===== src/rtl/ahb_master_ctrl_pkg.sv =====
// Shared AHB encodings and controller state for ahb_master_ctrl.
// Bus widths, transfer/burst/size codes and the FSM state enum.
package Definitions;

    localparam int DEF_DATAWIDTH = 32;
    localparam int DEF_ADDRWIDTH = 32;

    typedef enum logic [1:0] {
        TR_IDLE   = 2'b00,
        TR_BUSY   = 2'b01,
        TR_NONSEQ = 2'b10,
        TR_SEQ    = 2'b11
    } Trans_t;

    typedef enum logic [1:0] {
        ST_IDLE,
        ST_ADDR,
        ST_BURST,
        ST_LAST
    } State_t;

    localparam logic [2:0] HSIZE_WORD    = 3'b010;
    localparam logic [2:0] HBURST_SINGLE = 3'b000;
    localparam logic [2:0] HBURST_INCR   = 3'b001;

    // A beat landing on a 1 KB boundary must restart as NONSEQ.
    function automatic Trans_t beat_trans(input logic [9:0] next_lo);
        return (next_lo == 10'd0) ? TR_NONSEQ : TR_SEQ;
    endfunction

endpackage


===== src/rtl/ahb_master_ctrl.sv =====
// AHB-Lite burst master: turns one command into a SINGLE/INCR burst,
// streams write data in, read data out, and aborts on ERROR.
module ahb_master_ctrl
    import Definitions::*;
#(
    parameter int DATAWIDTH = DEF_DATAWIDTH,
    parameter int ADDRWIDTH = DEF_ADDRWIDTH
) (
    input  logic                 HCLK,
    input  logic                 HRESET,
    input  logic                 cmd_valid,
    output logic                 cmd_ready,
    input  logic [ADDRWIDTH-1:0] cmd_addr,
    input  logic                 cmd_write,
    input  logic [3:0]           cmd_len,
    input  logic [DATAWIDTH-1:0] wr_data,
    output logic                 wr_data_ack,
    output logic [DATAWIDTH-1:0] rd_data,
    output logic                 rd_valid,
    output logic                 done,
    output logic                 err,
    output logic [ADDRWIDTH-1:0] HADDR,
    output Trans_t               HTRANS,
    output logic                 HWRITE,
    output logic [2:0]           HSIZE,
    output logic [2:0]           HBURST,
    output logic [DATAWIDTH-1:0] HWDATA,
    input  logic [DATAWIDTH-1:0] HRDATA,
    input  logic                 HREADY,
    input  logic                 HRESP
);

    State_t               st_q, st_d;
    Trans_t               htrans_q, htrans_d;
    logic [ADDRWIDTH-1:0] haddr_q, haddr_d, nxt_addr;
    logic                 hwrite_q, hwrite_d;
    logic [2:0]           hburst_q, hburst_d;
    logic [DATAWIDTH-1:0] hwdata_q, hwdata_d;
    logic [DATAWIDTH-1:0] rd_data_q, rd_data_d;
    logic [3:0]           beat_q, beat_d;
    logic [3:0]           len_q, len_d;
    logic                 rd_valid_q, rd_valid_d;
    logic                 wr_ack_q, wr_ack_d;
    logic                 done_q, done_d;
    logic                 err_q, err_d;
    logic                 dphase, aphase;

    assign dphase   = (st_q == ST_BURST) || (st_q == ST_LAST);
    assign aphase   = (htrans_q == TR_NONSEQ) || (htrans_q == TR_SEQ);
    assign nxt_addr = haddr_q + ADDRWIDTH'(4);

    always_comb begin
        st_d       = st_q;
        htrans_d   = htrans_q;
        haddr_d    = haddr_q;
        hwrite_d   = hwrite_q;
        hburst_d   = hburst_q;
        hwdata_d   = hwdata_q;
        rd_data_d  = rd_data_q;
        beat_d     = beat_q;
        len_d      = len_q;
        rd_valid_d = 1'b0;
        wr_ack_d   = 1'b0;
        done_d     = 1'b0;
        err_d      = 1'b0;
        case (st_q)
            ST_IDLE: begin
                if (cmd_valid) begin
                    st_d     = ST_ADDR;
                    htrans_d = TR_NONSEQ;
                    haddr_d  = cmd_addr;
                    hwrite_d = cmd_write;
                    hburst_d = (cmd_len == 4'd0) ? HBURST_SINGLE : HBURST_INCR;
                    beat_d   = 4'd0;
                    len_d    = cmd_len;
                end
            end
            default: begin
                // Two-cycle ERROR: cancel the pending beat first, then abort.
                if (dphase && HRESP) begin
                    htrans_d = TR_IDLE;
                    if (HREADY) begin
                        err_d = 1'b1;
                        st_d  = ST_IDLE;
                    end
                end else if (HREADY) begin
                    if (dphase && !hwrite_q) begin
                        rd_data_d  = HRDATA;
                        rd_valid_d = 1'b1;
                    end
                    if (st_q == ST_LAST) begin
                        done_d = 1'b1;
                        st_d   = ST_IDLE;
                    end else if (aphase) begin
                        if (hwrite_q) begin
                            hwdata_d = wr_data;
                            wr_ack_d = 1'b1;
                        end
                        if (beat_q == len_q) begin
                            st_d     = ST_LAST;
                            htrans_d = TR_IDLE;
                        end else begin
                            st_d     = ST_BURST;
                            beat_d   = beat_q + 4'd1;
                            haddr_d  = nxt_addr;
                            htrans_d = beat_trans(nxt_addr[9:0]);
                        end
                    end else begin
                        st_d = ST_IDLE;
                    end
                end
            end
        endcase
    end

    always_ff @(posedge HCLK) begin
        if (HRESET) begin
            st_q       <= ST_IDLE;
            htrans_q   <= TR_IDLE;
            haddr_q    <= '0;
            hwrite_q   <= 1'b0;
            hburst_q   <= HBURST_SINGLE;
            hwdata_q   <= '0;
            rd_data_q  <= '0;
            beat_q     <= 4'd0;
            len_q      <= 4'd0;
            rd_valid_q <= 1'b0;
            wr_ack_q   <= 1'b0;
            done_q     <= 1'b0;
            err_q      <= 1'b0;
        end else begin
            st_q       <= st_d;
            htrans_q   <= htrans_d;
            haddr_q    <= haddr_d;
            hwrite_q   <= hwrite_d;
            hburst_q   <= hburst_d;
            hwdata_q   <= hwdata_d;
            rd_data_q  <= rd_data_d;
            beat_q     <= beat_d;
            len_q      <= len_d;
            rd_valid_q <= rd_valid_d;
            wr_ack_q   <= wr_ack_d;
            done_q     <= done_d;
            err_q      <= err_d;
        end
    end

    assign cmd_ready   = (st_q == ST_IDLE);
    assign HTRANS      = htrans_q;
    assign HADDR       = haddr_q;
    assign HWRITE      = hwrite_q;
    assign HSIZE       = HSIZE_WORD;
    assign HBURST      = hburst_q;
    assign HWDATA      = hwdata_q;
    assign rd_data     = rd_data_q;
    assign rd_valid    = rd_valid_q;
    assign wr_data_ack = wr_ack_q;
    assign done        = done_q;
    assign err         = err_q;

endmodule


===== config.mk =====
export PLATFORM = sky130hd
export DESIGN_NAME = ahb_master_ctrl
export DESIGN_NICKNAME = d
export VERILOG_FILES = /design/src/rtl/ahb_master_ctrl_pkg.sv /design/src/rtl/ahb_master_ctrl.sv
export SDC_FILE = /design/constraint.sdc
export NUM_CORES = 1
export LEC_CHECK = 0
export BUFFER_PORTS_ARGS = -buffer_cell sky130_fd_sc_hd__buf_4
export CORE_MARGIN = 2
export CORE_UTILIZATION = 44
export CTS_CLUSTER_DIAMETER = 120
export DETAILED_ROUTE_END_ITERATION = 8
export GPL_TIMING_DRIVEN = 1
export HOLD_SLACK_MARGIN = 0.12
export PLACE_DENSITY = 0.77
export SETUP_SLACK_MARGIN = 0.3
export SLEW_MARGIN = 40
export SYNTH_ARGS = -nofsm -noshare
export SYNTH_HDL_FRONTEND = slang
export SYNTH_SLANG_ARGS = --single-unit

===== constraint.sdc =====
create_clock -name HCLK -period 2.05 [get_ports HCLK]
set_clock_uncertainty 0.15 [all_clocks]
set_input_delay 0.41 -clock HCLK [delete_from_list [all_inputs] [get_ports HCLK]]
set_output_delay 0.41 -clock HCLK [all_outputs]
set_load 0.01 [all_outputs]

==> results of run 1 <==
==> registers in the layout, summed over array words and instances (netlist names) <==
signal and cells:
beat_q 4, done 1, rd_data 32, wr_data_ack 1, HBURST 1, len_q 4
err 1, HWRITE 1, st_q 2, rd_valid 1, HADDR 32, HWDATA 32
HTRANS 2
==> kinds of logic (layout without fill, tap and decap cells) <==
logic type               count (synthesis)  count (layout)  share of synthesized area, %
flip-flops                             114             114                          44.1
AO/OA/AOI/OAI                          193             193                          21.5
XOR/XNOR                                 4               4                         0.677
other                                    2               5                         0.145
buffers and inverters                   60             397                          5.44
AND/OR/NAND/NOR                        304             304                          27.2
multiplexers                             1               1                         0.193
adder cells (fa/ha/maj)                  3               3                         0.725
==> per-stage QoR <==
stage / power (W) / worst slack, ns / cells
finish: 0.00648 / 0.136 / 1164
detailed placement: 0.00320 / 0.0321 / 1016
floorplan: 0.00283 / 0.144 / 684
global route: 0.00666 / 0.0841 / 1164
CTS: 0.00635 / 0.160 / 1152
global placement: 0.00318 / 0.0863 / 1016
==> final cells by class <==
type / count / area (um^2) / share of cell area [%]
Multi-Input combinational cell: 510 / 3010 / 32.7
Tap cell: 143 / 179 / 1.95
Sequential cell: 114 / 2380 / 25.9
Clock buffer: 22 / 475 / 5.18
Inverter: 6 / 30.0 / 0.327
Timing Repair Buffer: 360 / 3010 / 32.8
Clock inverter: 9 / 105 / 1.14
==> layer usage <==
metal	wire length, um	global-route usage (%)
met1	7760	36.2
met2	10700	55.4
met3	1880	8.10
met4	961	17.2
met5	0	0
==> power by group <==
part           switching (W)  total (W)  internal [W]
Combinational       0.000535    0.00114      0.000608
Clock                0.00107    0.00294       0.00188
Sequential          0.000101    0.00240       0.00229
==> worst min-delay path: stages <==
cell,delay [ns]
buf_4,0.11
nand2b_1,0.10
a21oi_1,0.06
==> Yosys cell counts (all sizes together), types with 5 or more instances <==
master,count,area (um^2)
inv,6,30.0
nor3,8,40.0
nor4,12,87.6
nand4,11,93.8
a211oi,7,52.6
buf,25,143
o31ai,7,52.6
clkbuf,29,109
nor3b,5,37.5
a31oi,5,31.3
dfxtp,114,2280
and2,9,56.3
o21ai,33,165
nand2,187,702
nor2,28,105
or3,7,43.8
a21oi,114,571
and4,6,52.6
nand3,15,75.1
==> worst paths after layout <==
kind	startpoint	to	slack, ns	depth (start not counted)
worst max-delay path	HADDR[9]	HADDR[23]	0.14	5
worst min-delay path	HREADY	st_q[1]	0.15	3
worst max register to register	HADDR[9]	HADDR[23]	0.14	5
worst min register to register	HWDATA[18]	HWDATA[18]	0.30	2
==> repair_timing <==
action,in CTS,in global routing
pin swaps,26,11
hold buffers,73,0
cloned,2,2
setup buffers,30,10
setup endpoints to repair,53,62
resized for setup,80,52
hold endpoints to repair,73,0
==> cell usage in the layout, fill, tap and decap left out, types with 3 or more instances in the layout <==
| master | count |
|---|---|
| or3_1 | 6 |
| buf_12 | 3 |
| dlygate4sd3_1 | 73 |
| nor3_1 | 6 |
| o31ai_1 | 5 |
| inv_1 | 5 |
| clkinv_2 | 3 |
| nor3b_1 | 3 |
| buf_4 | 266 |
| nor4_1 | 5 |
| nor2_2 | 4 |
| nor2_1 | 24 |
| nor4_4 | 4 |
| buf_6 | 16 |
| nand4_1 | 7 |
| nand2_2 | 6 |
| o21ai_0 | 19 |
| clkbuf_1 | 3 |
| o22a_1 | 3 |
| clkinvlp_4 | 4 |
| a211oi_1 | 4 |
| nor4_2 | 3 |
| o21ai_1 | 11 |
| a21oi_1 | 100 |
| nand2_1 | 181 |
| and2_1 | 7 |
| nand3_1 | 11 |
| dfxtp_4 | 22 |
| dfxtp_2 | 10 |
| dfxtp_1 | 82 |
| a21oi_2 | 13 |
| a31oi_1 | 3 |
| conb_1 | 5 |
| clkbuf_16 | 18 |
| xor2_2 | 4 |
| nand3_2 | 3 |
| a211oi_2 | 3 |
| and4_4 | 4 |
==> results.yml, run 1 <==
run_status:
  outcome: "finished, final reports clean"
placement:
  dpl.hpwl_um: 11900
  portBuffers: 210
  placed_area_um2: 7060
  gp_congestion: 0.878
timing:
  timing.final.crit_share_pct: 93.4
  whs_ns: 0.151
  slew_viol_final: 0
  finalSetupTns_ns: 0
  finalSetupViolations: 0
  rsz0062_at_grt: "yes"
  fmax_mhz: 523
  period_minus_slack_ns: 1.91
  hold_viol: 0
clocking:
  clk_pin_slew_worst_paths_ns: 0.06
  htreeDepth: 4
  cts_made_buffers: 17
  cts_num_sinks: 114
  clk_latency_ns: 0.42
  cts_tree: "yes"
  cts-root-buf: "clkbuf_16"
  clockBufferDepth: 2
pwr:
  ir_drop_uv: 614
  p_leak_nw: 3.83
  p_per_area_nw_per_um2: 706
setup_path:
  critPathTopFamily: "simple AND/OR/NAND/NOR gates"
  critical-path-max-stage-delay_ns: 0.58
  path_class: "reg -> reg"
  cp_num_buf_inv: 0
  critPathArrivalTime_ns: 2.12
  critPathSlowestCell: "or4_4"
  path_cells: "nand4_2 -> or4_4 -> or3_4 -> a21oi_2 -> o22a_1"
  worstPathMaxFanout: 6
  start_kind: "flop"
  endpoint_kind: "flop"
  required_ns: 2.26
logic_synthesis:
  synth_area_um2: 5170
  ys_ff_latch: 114
  synth_edf_count: 0
  synth_ff_type: "dfxtp_1"
  synth_cell_type_count: 59
  ys_seq_area_share_pct: 44.1
  ys_warn_count: 0
  async_flop_share_pct: 0
  syn_inst: 681
  synth.avg_cell_area_um2: 7.60
floorplan:
  coreArea_um2: 11500
  dieArea_um2: 12600
  fp-row-count: 39
  start_util_pct: 45.1
  ioPinCount: 216
  die_w_um: 112
  die_h_um: 112
routing:
  num_vias: 6634
  viasPerCell: 5.70
  antenna_left: 0
  first_iter_violations: 534
  drc_errors: 0
  drt-total-wl_um: 21300
  firstDrtPassIters: 6
  wl_per_cell_um: 18.3
global_route:
  grt_max_degree: 60
  grt_pass1_wl_um: 32600
  overflow: 0
  grt_pass1_vias: 6594
  antenna_found_initial: 0
  groute.usage.overall_pct: 32.0
cells_and_area:
  nets: 1118
  finalInstanceArea_um2: 9180
  final_core_util_pct: 80.1
  area_growth_syn_to_layout_pct: 77.4
  drive_above_1_share_pct: 41.7
  fillCellCount: 665
  antenna_cells: 0
hold_path:
  hp-class: "in -> reg"
job:
  max_cap_viol_count: 0
No activity file was read; power rests on OpenSTA's default activity.
==> run 2, diff against run 1 <==
Clock period 2.05 ns to 1.65 ns, I/O delays scaled along.
==> run 2 against run 1 <==
The flow now stops in clock tree synthesis (4_1_cts). Synthesized cell count stayed put. Synthesized area unchanged.
==> results.yml, run 2 <==
floorplan:
  fp-row-count: 39
  ioPinCount: 216
  die_h_um: 112
  die_w_um: 112
  start_util_pct: 45.1
run_status:
  outcome: "aborted with a tool error"
  lastStage: "clock tree synthesis (4_1_cts)"
  error_line: "[ERROR DPL-0033] detailed placement checks failed during check placement."
logic_synthesis:
  synth_edf_count: 0
  ys_seq_area_share_pct: 44.1
  ys_ff_latch: 114
  ys_top_cells_by_area: "dfxtp_1, nand2_1, a21oi_1"
  synth_ff_type: "dfxtp_1"
  async_flop_share_pct: 0
  synth.avg_cell_area_um2: 7.60
  syn_inst: 681
  ys_warn_count: 0
  synth_area_um2: 5170
  synth_most_common_cell: "nand2_1"
  synth_top_area_share_pct: 44.1
  synthTopCellsByCount: "nand2_1, a21oi_1, dfxtp_1"
  synth_cell_type_count: 59
  yosys.area.top_type: "dfxtp_1"
placement:
  gp_congestion: 0.958
  dpl.hpwl_um: 12600
  portBuffers: 210
clocking:
  cts-root-buf: "clkbuf_16"
  cts_made_buffers: 17
  ctsHoldBuffers: 76
  post_cts_resized: 364
  clockBufferDepth: 2
  cts_num_sinks: 114
  cts_setup_buffers: 57
  htreeDepth: 4
## run 2: metrics by stage
step	instances	utilization [%]	setup WS, ns	cell area (um^2)
2_1_floorplan	684	-	-0.256	5640
3_3_place_gp	1076	67.2	-0.207	7710
3_5_place_dp	1076	67.2	-0.272	7710
## run 2: cells by family after synthesis
| logic type | after synthesis | share of synthesized area, % |
|---|---|---|
| mux | 1 | 0.193 |
| flops | 114 | 44.1 |
| other cells | 2 | 0.145 |
| fa+ha+maj | 3 | 0.725 |
| xor+xnor | 4 | 0.677 |
| simple gates | 304 | 27.2 |
| buf+inv | 60 | 5.44 |
| compound gates | 193 | 21.5 |
==> run 3, diff against run 2 <==
Settings changed: CORE_UTILIZATION 44 to 30, CTS_CLUSTER_DIAMETER 120 to default, HOLD_SLACK_MARGIN 0.12 to default, PLACE_DENSITY 0.77 to default, PLACE_DENSITY_LB_ADDON from default to 0.15, SETUP_SLACK_MARGIN 0.3 to default.
Clock period 1.65 ns to 2.1 ns, I/O delays scaled along.
==> run 3 against run 2 <==
The run now ends clean.
==> results.yml, run 3 (synthesis gave the netlist of run 1 again) <==
run_status:
  outcome: "finished, final reports clean"
cells_and_area:
  antenna_cells: 0
  area_growth_syn_to_layout_pct: 53.7
  drive_above_1_share_pct: 34.8
  final_common_cell: "buf_4"
  final_cell_mix: "buf_4, nand2_1, a21oi_1"
  nets: 1027
global_route:
  antenna_found_initial: 0
  grtUsageMet2_pct: 29.9
  groute.usage.overall_pct: 18.5
  grt_pass1_wl_um: 27000
  overflow: 0
  grt.met1_usage_pct: 23.3
  grt-busiest-layer: "met2"
  grt_max_degree: 42
  grt_pass1_vias: 5293
  use_met3_pct: 6.21
placement:
  place_ws_ns: 0.0111
  portBuffers: 210
  gp_congestion: 0.806
  dpl.hpwl_um: 12000
timing:
  fmax_mhz: 502
  finalSetupTns_ns: 0
  finalSetupViolations: 0
  slew_viol_final: 0
  period_minus_slack_ns: 1.99
  timing.final.crit_share_pct: 94.8
  fin_ws_ns: 0.109
  hold_viol: 0
  rsz0062_at_grt: "no"
hold_path:
  min_path_cells: 2
  hp-class: "in -> reg"
routing:
  wl_per_cell_um: 14.9
  num_vias: 5610
  first_iter_violations: 284
  drc_errors: 0
  drt-total-wl_um: 17200
  viasPerCell: 4.85
  firstDrtPassIters: 5
  antenna_left: 0
setup_path:
  path_cells: "ha_2 -> and4_1 -> buf_4 -> and4_1 -> a31oi_1 -> nor4_1 -> a221o_1"
  path_class: "reg -> reg"
  critPathSlowestCell: "dfxtp_2"
  r2r_cells: 7
  critPathArrivalTime_ns: 2.14
  start_kind: "flop"
  required_ns: 2.25
  critical-path-max-stage-delay_ns: 0.34
  endpoint_kind: "flop"
  cp_common_cell: "and4_1"
  worstPathMaxFanout: 5
pwr:
  p_leak_nw: 3.33
  ir_drop_uv: 540
  p_per_area_nw_per_um2: 739
clocking:
  clockBufferDepth: 2
  cts_made_buffers: 17
  cts_setup_buffers: 0
  cts-root-buf: "clkbuf_16"
  ctsHoldBuffers: 0
  clk_pin_slew_worst_paths_ns: 0.06
  clk_latency_ns: 0.41
  htreeDepth: 4
  cts_tree: "yes"
  cts_num_sinks: 114
job:
  max_cap_viol_count: 0
floorplan:
  fp-row-count: 48
  ioPinCount: 216
  start_util_pct: 30.3
  die_h_um: 135
  coreArea_um2: 17100
  dieArea_um2: 18300
  die_w_um: 135
run 3: repair_timing:
action	in CTS	in global routing
hold endpoints to repair	0	0
setup endpoints to repair	1	5
cloned	1	0
gates resized for setup	1	6
run 3: through the flow:
stage	util, %	area [um^2]	power (W)	std cells	hold WS (ns)
after global placement	43.0	7340	0.00320	1123	0.292
after floorplan	-	5200	0.00273	684	0.298
final	46.6	7950	0.00587	1156	0.103
after detailed placement	43.0	7340	0.00320	1123	0.297
after CTS	46.5	7930	0.00596	1156	0.0819
after global routing	46.6	7950	0.00613	1156	0.0898
run 3: worst paths after layout:
path | start | end | slack (ns)
worst max-delay path | HADDR[2] | HADDR[22] | 0.11
worst min-delay path | HRESET | HADDR[27] | 0.10
worst max register to register | HADDR[2] | HADDR[22] | 0.11
worst min register to register | rd_data[26] | rd_data[26] | 0.30
run 3: critical path, delay by kind of cell, from the launching register on:
kind            cells  cell delay [ns]
buf+inv             1             0.16
compound gates      2             0.49
flops               1             0.34
simple gates        3             0.56
fa+ha+maj           1             0.19
run 3: metal layers:
| metal | wire (um) | share of wire, % |
|---|---|---|
| met5 | 0 | 0 |
| met4 | 204 | 1.2 |
| met3 | 1240 | 7.2 |
| met2 | 8200 | 48 |
| met1 | 7550 | 44 |
run 3: report_power, final:
| group | total (W) | leakage (nW) | switching [W] | internal, W |
|---|---|---|---|---|
| registers | 0.00230 | 0.927 | 0.0000643 | 0.00224 |
| logic | 0.000872 | 2.15 | 0.000424 | 0.000448 |
| clock network | 0.00270 | 0.257 | 0.00105 | 0.00165 |
run 3: layout make-up:
type | instances | area [um^2]
Timing Repair Buffer | 269 | 2140
Multi-Input combinational cell | 510 | 2660
Fill cell | 1778 | 9100
Clock buffer | 19 | 443
Clock inverter | 13 | 113
Sequential cell | 114 | 2290
Tap cell | 225 | 282
Inverter | 6 | 30.0
==> run 4, diff against run 3 <==
Settings changed: CORE_UTILIZATION 30 to 48.
==> run 4 against run 3 <==
Sequential share of layout area down 0.68 points. Sequential power about the same. Register-to-register slack got worse by 0.06 ns. Cell count down 5.7%. Hold slack got worse by 0.088 ns. Critical path depth did not move. Non-clock buffer count increased by 23. Clock-buffer cell count is the same. Combinational power is 0.5% lower. Sequential cell count stayed put. Via count rose by 7.8%. Largest power group unchanged.
==> results.yml, run 4 (synthesis gave the netlist of run 1 again) <==
clocking:
  clockBufferDepth: 2
  htreeDepth: 4
  clk_latency_ns: 0.51
  clk_pin_slew_worst_paths_ns: 0.06
  cts-root-buf: "clkbuf_8"
  cts_made_buffers: 17
  cts_tree: "yes"
  cts_num_sinks: 114
routing:
  drc_errors: 0
  viasPerCell: 5.55
  wl_per_cell_um: 15.5
  antenna_left: 0
  num_vias: 6047
  drt-total-wl_um: 16900
  firstDrtPassIters: 5
  first_iter_violations: 412
global_route:
  grt_max_degree: 110
  groute.usage.overall_pct: 28.6
  antenna_found_initial: 0
  grt_pass1_wl_um: 26900
  grt_pass1_vias: 5771
  overflow: 0
pwr:
  intPower_w: 0.00468
  swShare_pct: 25.2
  power_switching_w: 0.00158
  p_clk_share_pct: 49.0
  p_per_area_nw_per_um2: 767
  pwr-share-comb_pct: 13.9
  seqPwrFrac_pct: 37.1
  p_leak_nw: 3.46
  ir_drop_uv: 478
cells_and_area:
  antenna_cells: 0
  fillCellCount: 692
  seqCellArea_um2: 2290
  area_growth_syn_to_layout_pct: 57.7
  nets: 1050
  final_cell_mix: "buf_4, nand2_1, a21oi_1"
  drive_above_1_share_pct: 33.2
  final_core_util_pct: 78.4
  multi_input_area_um2: 2670
  final_common_cell: "buf_4"
setup_path:
  required_ns: 2.32
  start_kind: "flop"
  cp_num_buf_inv: 1
  r2r_cells: 7
  endpoint_kind: "flop"
  r2r-end: "HADDR[30]"
  path_class: "reg -> reg"
  critical-path-max-stage-delay_ns: 0.35
  critPathSlowestCell: "dfxtp_2"
  critPathArrivalTime_ns: 2.27
  worstPathMaxFanout: 7
  critPathTopFamily: "simple AND/OR/NAND/NOR gates"
  reg2reg_slack_ns: 0.05
  crit_cells: 7
  path_cells: "ha_2 -> and4_1 -> nand4_4 -> buf_4 -> nor3_1 -> o22a_1 -> a31oi_1"
  r2r_start: "HADDR[3]"
timing:
  period_minus_slack_ns: 2.05
  whs_ns: 0.0154
  finalSetupViolations: 0
  relSlewSlack_pct: 66.1
  slew_viol_final: 0
  timing.final.crit_share_pct: 97.8
  fmax_mhz: 487
  worst_pin_slew_ns: 0.509
  hold_viol: 0
floorplan:
  coreArea_um2: 10400
  die_h_um: 108
  start_util_pct: 49.7
  die_w_um: 108
  ioPinCount: 216
  fp-row-count: 37
  dieArea_um2: 11600
job:
  max_cap_viol_count: 0
placement:
  gp_congestion: 0.896
  portBuffers: 210
  dpl.hpwl_um: 11200
hold_path:
  min_path_cells: 3
  hold_end: "rd_data[0]"
  hp-class: "in -> reg"
  hold_start: "HRDATA[0]"
run_status:
  outcome: "finished, final reports clean"
==> run 4: cell types whose count changed in the layout (fill, tap and decap cells not counted), sizes merged <==
cell,change
bufinv,+3
buf,-13
clkinvlp,-4
clkinv,-4
dlygate4sd3,+36
inv,+5
==> run 4: worst register-to-register path, cell delays in order (launching register included) <==
cell	delay (ns)
dfxtp_2	0.35
ha_2	0.18
and4_1	0.30
nand4_4	0.20
buf_4	0.20
nor3_1	0.28
o22a_1	0.18
a31oi_1	0.08
==> run 4: timing repair <==
action / CTS / global route
resized for setup: 2 / 13
hold buffers: 32 / 4
hold endpoints to repair: 32 / 4
cloned: 1 / 0
endpoints found under the setup margin: 1 / 10
pin swaps: 0 / 1
buffers inserted: 2 / 0
==> run 4: area by class of cell <==
cell class / instances / share of cell area [%]
clock inverters: 13 / 2.41
well taps: 136 / 2.08
repair buffers: 292 / 29.0
multi-input cells: 510 / 32.7
clock buffers: 19 / 5.29
inverters: 6 / 0.368
flip-flops and latches: 114 / 28.1
==> run 4: routing by layer <==
| metal | global-route usage (%) | vias up | wire [um] |
|---|---|---|---|
| li1 | - | 2887 | - |
| met1 | 34.7 | 2820 | 6860 |
| met2 | 47.5 | 300 | 8220 |
| met3 | 8.60 | 40 | 1380 |
| met4 | 11.0 | 0 | 461 |
| met5 | 0 | - | 0 |
==> run 4: metrics by stage <==
stage	setup WS, ns	std cells	power, W	area, um^2	setup TNS [ns]
4_1_cts	0.0312	1086	0.00628	8080	0
3_3_place_gp	0.0765	1019	0.00311	7070	0
3_5_place_dp	-0.0528	1019	0.00313	7070	-0.0528
2_1_floorplan	0.0603	684	0.00273	5200	0
5_1_grt	-0.0141	1090	0.00647	8160	-0.0141
6_report	0.0469	1090	0.00626	8160	0
==> run 4: worst max path at each step <==
stage | start | endpoint | slack, ns
2_1_floorplan | HADDR[2] | HADDR[22] | 0.06
3_3_place_gp | HRESP | beat_q[3] | 0.08
3_5_place_dp | HRESP | HADDR[18] | -0.05
4_1_cts | st_q[0] | cmd_ready | 0.03
5_1_grt | HADDR[9] | HADDR[23] | -0.01
6_report | HADDR[3] | HADDR[30] | 0.05
==> run 4: power by group through the flow <==
stage               Sequential (W)  Combinational [W]  Clock (W)
finish                     0.00232           0.000868    0.00307
global route               0.00233           0.000936    0.00321
CTS                        0.00232           0.000850    0.00311
detailed placement         0.00236           0.000770          0
global placement           0.00236           0.000754          0
floorplan                  0.00238           0.000345          0
